==> src/rtl/morse_char_buffer_pkg.sv <==
// Shared code and glyph constants for the Morse display character buffer.
// All seven-segment patterns are active-low {dp,g,f,e,d,c,b,a}.
package morse_pkg;

    localparam int CODE_ERR        = 63;
    localparam int CODE_INVALID_LO = 36;

    localparam logic [7:0] SEG_BLANK = 8'hFF;
    localparam logic [7:0] SEG_DASH  = 8'hBF;
    localparam logic [7:0] SEG_ERR   = 8'h86;

    // Digits 0-9 and letters A-Z (10-35); mixed-case shapes where upper case is ambiguous.
    function automatic logic [7:0] font(input logic [5:0] c);
        case (c)
            6'd0:  font = 8'hC0;  6'd1:  font = 8'hF9;  6'd2:  font = 8'hA4;
            6'd3:  font = 8'hB0;  6'd4:  font = 8'h99;  6'd5:  font = 8'h92;
            6'd6:  font = 8'h82;  6'd7:  font = 8'hF8;  6'd8:  font = 8'h80;
            6'd9:  font = 8'h90;  6'd10: font = 8'h88;  6'd11: font = 8'h83;
            6'd12: font = 8'hC6;  6'd13: font = 8'hA1;  6'd14: font = 8'h86;
            6'd15: font = 8'h8E;  6'd16: font = 8'hC2;  6'd17: font = 8'h89;
            6'd18: font = 8'hCF;  6'd19: font = 8'hE1;  6'd20: font = 8'h8A;
            6'd21: font = 8'hC7;  6'd22: font = 8'hC8;  6'd23: font = 8'hAB;
            6'd24: font = 8'hA3;  6'd25: font = 8'h8C;  6'd26: font = 8'h98;
            6'd27: font = 8'hAF;  6'd28: font = 8'h92;  6'd29: font = 8'h87;
            6'd30: font = 8'hC1;  6'd31: font = 8'hE3;  6'd32: font = 8'h81;
            6'd33: font = 8'h89;  6'd34: font = 8'h91;  6'd35: font = 8'hA4;
            default: font = SEG_DASH;
        endcase
    endfunction

endpackage

==> src/rtl/morse_char_buffer_char_to_seg.sv <==
// Combinational character-code to seven-segment glyph decoder (one per digit).
// Blanking of empty slots is done by the caller.
module char_to_seg
    import morse_pkg::*;
#(
    parameter int CODE_W = 6
) (
    input  logic [CODE_W-1:0] code,
    output logic [7:0]        seg
);

    always_comb begin
        seg = SEG_DASH;
        if (code == CODE_W'(CODE_ERR))
            seg = SEG_ERR;
        else if (code < CODE_W'(CODE_INVALID_LO))
            seg = font(code[5:0]);
    end

endmodule

==> src/rtl/morse_char_buffer.sv <==
// Display character buffer: newest character in slot 0, edge-detected push and
// backspace, synchronous clear, scroll/block overflow policy, seven-segment output.
module morse_char_buffer
    import morse_pkg::*;
#(
    parameter int DEPTH          = 8,
    parameter int CODE_W         = 6,
    parameter int SCROLL_DEFAULT = 1,
    localparam int CNT_W         = $clog2(DEPTH + 1)
) (
    input  logic                 clk,
    input  logic                 rst,
    input  logic                 push,
    input  logic [CODE_W-1:0]    push_code,
    input  logic                 backspace,
    input  logic                 clear,
    input  logic                 scroll_en,
    output logic [DEPTH*8-1:0]   seg_out,
    output logic [CNT_W-1:0]     count,
    output logic                 full,
    output logic                 empty,
    output logic                 overflow
);

    logic              push_q, bs_q, live_q;
    logic              push_ev, bs_ev, scroll_mode;
    logic [DEPTH-1:0]  valid_q, valid_nxt;
    logic [CODE_W-1:0] code_q   [DEPTH];
    logic [CODE_W-1:0] code_nxt [DEPTH];
    logic [CNT_W-1:0]  count_q, count_nxt;
    logic              ovf_q, ovf_nxt;
    logic [7:0]        glyph [DEPTH];

    // live_q masks the first edge after reset so a level held through release is not an event
    assign push_ev     = push & ~push_q & live_q;
    assign bs_ev       = backspace & ~bs_q & live_q;
    assign scroll_mode = live_q ? scroll_en : (SCROLL_DEFAULT != 0);

    assign count    = count_q;
    assign full     = (count_q == CNT_W'(DEPTH));
    assign empty    = (count_q == '0);
    assign overflow = ovf_q;

    always_comb begin
        valid_nxt = valid_q;
        code_nxt  = code_q;
        count_nxt = count_q;
        ovf_nxt   = 1'b0;
        if (clear) begin
            valid_nxt = '0;
            count_nxt = '0;
        end else if (push_ev && bs_ev && !empty) begin
            code_nxt[0] = push_code;
        end else if (push_ev) begin
            if (full && !scroll_mode) begin
                ovf_nxt = 1'b1;
            end else begin
                for (int i = DEPTH - 1; i > 0; i--) begin
                    code_nxt[i]  = code_q[i-1];
                    valid_nxt[i] = valid_q[i-1];
                end
                code_nxt[0]  = push_code;
                valid_nxt[0] = 1'b1;
                if (!full)
                    count_nxt = count_q + 1'b1;
            end
        end else if (bs_ev && !empty) begin
            for (int i = 0; i < DEPTH - 1; i++) begin
                code_nxt[i]  = code_q[i+1];
                valid_nxt[i] = valid_q[i+1];
            end
            valid_nxt[DEPTH-1] = 1'b0;
            count_nxt          = count_q - 1'b1;
        end
    end

    always_ff @(posedge clk or posedge rst) begin
        if (rst) begin
            push_q  <= 1'b0;
            bs_q    <= 1'b0;
            live_q  <= 1'b0;
            valid_q <= '0;
            count_q <= '0;
            ovf_q   <= 1'b0;
        end else begin
            push_q  <= push;
            bs_q    <= backspace;
            live_q  <= 1'b1;
            valid_q <= valid_nxt;
            count_q <= count_nxt;
            ovf_q   <= ovf_nxt;
        end
    end

    // Codes carry no reset; an invalid slot is blanked regardless of its code.
    always_ff @(posedge clk) begin
        code_q <= code_nxt;
    end

    for (genvar g = 0; g < DEPTH; g++) begin : g_digit
        char_to_seg #(.CODE_W(CODE_W)) u_dec (
            .code (code_q[g]),
            .seg  (glyph[g])
        );
        assign seg_out[g*8 +: 8] = valid_q[g] ? glyph[g] : SEG_BLANK;
    end

endmodule

==> config.mk <==
export PLATFORM = sky130hd
export DESIGN_NAME = morse_char_buffer
export DESIGN_NICKNAME = d
export VERILOG_FILES = /design/src/rtl/morse_char_buffer_pkg.sv /design/src/rtl/morse_char_buffer_char_to_seg.sv /design/src/rtl/morse_char_buffer.sv
export SDC_FILE = /design/constraint.sdc
export NUM_CORES = 1
export LEC_CHECK = 0
export ABC_CLOCK_PERIOD_IN_PS = 4210
export CAP_MARGIN = 20
export CELL_PAD_IN_SITES_DETAIL_PLACEMENT = 1
export CELL_PAD_IN_SITES_GLOBAL_PLACEMENT = 1
export CORE_UTILIZATION = 45
export DETAILED_ROUTE_END_ITERATION = 6
export GPL_ROUTABILITY_DRIVEN = 0
export PLACE_DENSITY = 0.83
export SYNTH_ARGS = -nofsm -noshare
export SYNTH_HDL_FRONTEND = slang
export SYNTH_SLANG_ARGS = --single-unit
==> constraint.sdc <==
create_clock -name clk -period 4.21 [get_ports clk]
set_input_delay 0.842 -clock clk [delete_from_list [all_inputs] [get_ports clk]]
set_output_delay 0.842 -clock clk [all_outputs]
set_load 0.05 [all_outputs]
# After elaboration in Yosys (flattened, before gate mapping)
# Memory sizes are Yosys's and may differ from the RTL's. A register that Yosys moved wholly into a read port is not among the register bits.
# Cells that the tools add are included.
dict set report totals {
  register_bits 64
  mem_count 8
  romBits 3584
  ram_bits 0
  out_inout_bits 71
  latch_bits 0
}
dict set report classes {
  div_mod_pow 0
  eq_ne 14
  add_sub_neg 2
  order_cmp 8
  multipliers 0
  muxes 52
  reduce_logical 15
  n_bitwise 9
  shifts 0
}
# name words width rd rd_ports_with_merged_regs wr line_no
set memory_table {}
lappend memory_table {{(name not given)} 64 7 1 1 0 morse_char_buffer_pkg.sv:14} ;# case (c)
lappend memory_table {{(name not given)} 64 7 1 1 0 morse_char_buffer_pkg.sv:14}
lappend memory_table {{(name not given)} 64 7 1 1 0 morse_char_buffer_pkg.sv:14}
lappend memory_table {{(name not given)} 64 7 1 1 0 morse_char_buffer_pkg.sv:14}
lappend memory_table {{(name not given)} 64 7 1 1 0 morse_char_buffer_pkg.sv:14}
lappend memory_table {{(name not given)} 64 7 1 1 0 morse_char_buffer_pkg.sv:14}
lappend memory_table {{2 more memories} n/a n/a n/a n/a n/a n/a}
# cell count
set ops {}
lappend ops {{$mux 8} 29}
lappend ops {{$mux 42} 2}
lappend ops {{$mux 6} 9}
lappend ops {{$eq 6x6->1 const B} 8}
lappend ops {{$lt 6x6->1 const B} 8}
lappend ops {{$mux 48} 1}
lappend ops {{$mux 4} 6}
lappend ops {{$reduce_and 4->1} 3}
lappend ops {{$ne 3x3->1 const B} 3}
lappend ops {{$reduce_and 3->1} 2}
lappend ops {{$reduce_bool 3->1} 2}
lappend ops {{$mux 1} 5}
lappend ops {{$not 1->1} 5}
lappend ops {{$add 4x1->4 const B} 1}
lappend ops {{$and 1x1->1} 4}
lappend ops {{$eq 4x4->1 const B} 1}
lappend ops {{$logic_and 1x1->1} 4}
lappend ops {{$logic_not 4->1} 1}
lappend ops {{$ne 2x2->1 const B} 2}
lappend ops {{$sub 4x1->4 const B} 1}
lappend ops {{$logic_not 1->1} 2}
lappend ops {{$reduce_bool 2->1} 1}

# Longest topological paths before layout
# Gate-level depths: netlist of the first run.
dict set report logic_depth {
  depth_word 8
  mapped_depth 16
  depth_no_buf 13
}

# Cells and area by module
# Synthesis of the first run repeated with hierarchy kept, for this count alone.
dict set report hier_totals {
  hier_cells 1008
  hier_area_um2 8306.7
}
# mod n_inst area_per_inst_um2 cells_each
set by_module_without_submodules {}
lappend by_module_without_submodules {morse_char_buffer 1 3340.7 329}
lappend by_module_without_submodules {{char_to_seg (g_digit[0].u_dec ...)} 5 630.6 83}
lappend by_module_without_submodules {{char_to_seg (g_digit[5].u_dec ...)} 3 604.3 88}

# Worst setup path after synthesis of the first run
# No wires, ideal clock.
dict set report synth_path {
  kind {register -> register}
  from {reg count_q[1], in the netlist count[1]}
  to {reg with a tool-made name}
  arrival_ps 3809
  required_ps 4094
  period_less_slack_ps 3925
  slack_ps 285
  stages_incl_launch_ff 15
  cell_sequence {dfrtp_1 -> or4_1 -> buf_4 -> inv_4 -> o21ai_2 -> o21ai_4 -> buf_4 -> buf_6 -> nor2_1 -> a31oi_2 -> inv_1 -> ha_1 -> o22ai_1 -> or3_1 -> and3_1}
}
# item line_no
set synth_rtl {}
lappend synth_rtl {{start, declared} morse_char_buffer.sv:30} ;# logic [CNT_W-1:0] count_q, count_nxt;
lappend synth_rtl {{start signal, assigned} morse_char_buffer.sv:90} ;# count_q <= count_nxt;

# Worst setup path after layout of the first run
dict set report layout_path {
  from {reg code_q[22] (netlist name)}
  to {out seg_out[33]}
}
dict set report layout_via {
  elab_chain_cells 4
  word_cells_on_any_way 5
}
# item line_no
set layout_lines {}
lappend layout_lines {{start, declared} morse_char_buffer.sv:28} ;# logic [CODE_W-1:0] code_q [DEPTH];
lappend layout_lines {{start signal, assigned} morse_char_buffer.sv:97} ;# code_q <= code_nxt;
lappend layout_lines {{$lt 6x6->1} morse_char_buffer_char_to_seg.sv:16} ;# else if (code < CODE_W'(CODE_INVALID_LO))
lappend layout_lines {{$mux 8} morse_char_buffer_char_to_seg.sv:16}
lappend layout_lines {{$mux 8 *} morse_char_buffer_char_to_seg.sv:14} ;# if (code == CODE_W'(CODE_ERR))
lappend layout_lines {{$mux 8 *} morse_char_buffer.sv:105} ;# assign seg_out[g*8 +: 8] = valid_q[g] ? glyph[g] : SEG_BLANK;
lappend layout_lines {{end, declared} morse_char_buffer.sv:18} ;# output logic [DEPTH*8-1:0] seg_out,
# Mark *: on every way between the ends. The rest lies on a longest branch, timed or not.

==> results.sh, run 1 <==
export IMPL_grt_max_degree=35
export IMPL_nets=1345
export IMPL_wl_mm=33.1
export IMPL_ys_seq_area_share_pct=29.1
export IMPL_avgSynthCellArea_um2=8.41
export IMPL_portBuffers=74
export IMPL_clk_pin_slew_ns=0.06
export IMPL_cts_root_buf="clkbuf_16"
export IMPL_io_pins=83
export IMPL_crit_type="reg2out"
export IMPL_rr_worst_depth=9
export IMPL_utilization_pct=52.9
export IMPL_fillers=2632
export IMPL_holdWs_ns=0.629
export IMPL_grt_usage_pct=28.7
export IMPL_cts_tree="done"
export IMPL_die_h_um=152
export IMPL_ir_drop_v=0.000215
export IMPL_ys_async_sr_fraction_pct=13.3
export IMPL_syn_inst=1212
export IMPL_fin_tns_setup_ns=0
export IMPL_cts_hold_buf=0
export IMPL_cts_sinks=120
export IMPL_antenna_cells=0
export IMPL_synth_top_flop_cell="dfxtp_1"
export IMPL_finalCriticalPeriod_ns=3.91
export IMPL_min_delay_start="count[2]"
export IMPL_drive_above_1_share_pct=12.9
export IMPL_drc=4
export IMPL_via_per_inst=6.48
export IMPL_synth_edff_count=48
export IMPL_slew_headroom_pct=33.5
export IMPL_hold_depth=2
export IMPL_crit_path_end_kind="primary output"
export IMPL_postRouteAntennaNets=0
export IMPL_post_cts_setup_buffers=0
export IMPL_whs_endpoint="count[2]"
export IMPL_grt_overflow_total=0
export IMPL_dieArea_mm2=0.0233
export IMPL_cts_buffers=17
export IMPL_drv_slew=0
export IMPL_vias=10100
export IMPL_area_growth_synth_to_final_pct=14.4
export IMPL_routedWlPerCell_um=21.2
export IMPL_reg2reg_slack_ns=0.49
export IMPL_cp_start_kind="register"
export IMPL_power_density_mw_per_mm2=309
export IMPL_cp_max_fo=9
export IMPL_worstPathRequired_ns=3.37
export IMPL_fin_crit_sh_pct=92.8
export IMPL_cts_buffer_depth=2
export IMPL_cts_resized=0
export IMPL_synth_yosys_warnings=0
export IMPL_maxCapViolCount=0
export IMPL_min_path_type="reg2reg"
export IMPL_syn_area_mm2=0.0102
export IMPL_rsz0062_at_grt="no"
export IMPL_grt_pass1_wl_mm=54.2
export IMPL_die_w_um=152
export IMPL_timing_rr_start="count[3]"
export IMPL_grt_antenna_before_repair=0
export IMPL_fmax_mhz=256
export IMPL_ctsHtreeMaxLevel=4
export IMPL_drt_pass1_iterations=7
export IMPL_drtIter0Drc=783
export IMPL_hold_violations=0
export IMPL_grt_pass1_vias=10200
export IMPL_synth_cell_types=91
export IMPL_p_leak_nw=4.40
export IMPL_finalSetupViolations=0
export IMPL_clkLatencyLatePin_ns=0.44
export IMPL_initial_core_util_pct=46.3
export IMPL_hpwlAfterDp_mm=23.4
export IMPL_violations="DRC"
export IMPL_rows=54
export IMPL_synth_ff_latch_count=120
export IMPL_arrival_ns=3.06
export IMPL_fin_skew_ns=0.00565
export IMPL_outcome="finished with violations"
export IMPL_worst_slew_pin_slew_ns=0.997
export IMPL_coreArea_mm2=0.0220
[cells in the final DEF (no fill, tap or decap), drive strengths merged, types with 10 or more instances in the layout]
| cell | netlist | final |
|---|---|---|
| edfxtp | 48 | 48 |
| o21ai | 88 | 88 |
| o31ai | 17 | 17 |
| o21a | 39 | 39 |
| nand4 | 14 | 14 |
| nand3 | 19 | 19 |
| a21oi | 57 | 57 |
| buf | 55 | 48 |
| a31oi | 17 | 17 |
| a311oi | 10 | 10 |
| nand2 | 191 | 191 |
| dfrtp | 16 | 16 |
| clkdlybuf4s50 | 0 | 74 |
| a221oi | 11 | 11 |
| mux2i | 35 | 35 |
| clkbuf | 38 | 22 |
| inv | 36 | 36 |
| nor2 | 87 | 87 |
| dfxtp | 56 | 56 |
| nand2b | 23 | 23 |
| o22ai | 23 | 23 |
| a211oi | 13 | 13 |
| nor3 | 38 | 38 |
| or2 | 17 | 17 |
| o221ai | 36 | 36 |
| o221a | 22 | 22 |
| ha | 64 | 64 |
[worst max-delay path, cell delays in order, from the launching register on]
cell and delay (ns):
edfxtp_1 0.60, o31ai_1 0.67, nand2_1 0.31, or2_2 0.34
clkdlybuf4s50_1 0.71
[kinds of logic (layout without fill, tap and decap cells)]
logic type                 count (synthesis)  after routing  synth area share (%)
and+or+nand+nor                          440            440                  20.2
AOI/OAI and AO/OA                        405            405                  30.6
muxes                                     44             44                  4.65
adders and majority gates                 65             65                  8.05
other                                      1              9                0.0368
xor gates and xnor gates                   7              7                 0.675
DFF                                      120            120                  29.1
buffers and inverters                    130            191                  6.70
[through the flow]
step | instances | area, µm² | power [W] | setup WS, ns
5_1_grt | 1561 | 11700 | 0.00374 | 0.173
4_1_cts | 1561 | 11700 | 0.00360 | 0.380
3_5_place_dp | 1529 | 11100 | 0.00228 | 0.0495
2_1_floorplan | 1220 | 10200 | 0.00204 | 0.285
3_3_place_gp | 1529 | 11100 | 0.00225 | 0.179
6_report | 1561 | 11700 | 0.00360 | 0.303
[power by group]
part           total [W]  leakage (nW)  internal, W  switching, W
clock            0.00133         0.248     0.000770      0.000561
combinational   0.000904          3.03     0.000323      0.000581
sequential       0.00137          1.12      0.00130     0.0000673
[worst max path at each step]
stage,end,start,cells past startpoint,slack [ns]
after detailed placement,register,backspace,11,0.05
after CTS,seg_out[33],code_q[22],4,0.38
after floorplan,register,count[1],14,0.29
final,seg_out[33],code_q[22],4,0.30
after global placement,register,push,11,0.18
after global routing,register,push,11,0.17
[layout make-up]
cell class,instances,area (µm²),area share (%)
clock buffer,22,464,3.98
clock inverter,10,53.8,0.461
inverter,37,141,1.21
multi-input combinational,970,6590,56.5
sequential,120,2960,25.4
tap,280,350,3.00
timing repair buffer,122,1100,9.44
[cells in the mapped netlist (all sizes together) (17+ instances only)]
cell type  count  share of area (%)
o221ai        36                4.6
nor2          87                3.3
mux2i         35                3.5
inv           36                1.4
a21oi         57                3.1
nor3          38                1.9
dfxtp         56                 11
or2           17                1.0
edfxtp        48                 14
buf           55                3.9
o22ai         23                1.4
o31ai         17                1.3
clkbuf        38                1.4
nand2        191                7.1
nand2b        23                1.4
a31oi         17                1.1
ha            64                7.9
o221a         22                2.5
o21ai         88                4.6
nand3         19               0.93
o21a          39                2.9
[layer usage]
layer	track usage, %	vias to the layer above	share of wire (%)
met1	38.4	5064	45
met4	9.67	0	2.1
li1	-	4651	-
met5	0	-	0
met3	4.21	54	5.6
met2	47.5	354	48
(Power assumes the default switching activity.)
==> run 2, diff against run 1 <==
- TNS_END_PERCENT: default -> 50
==> results of run 2 <==
Final layout, timing and power as in run 1 (identical DEF).
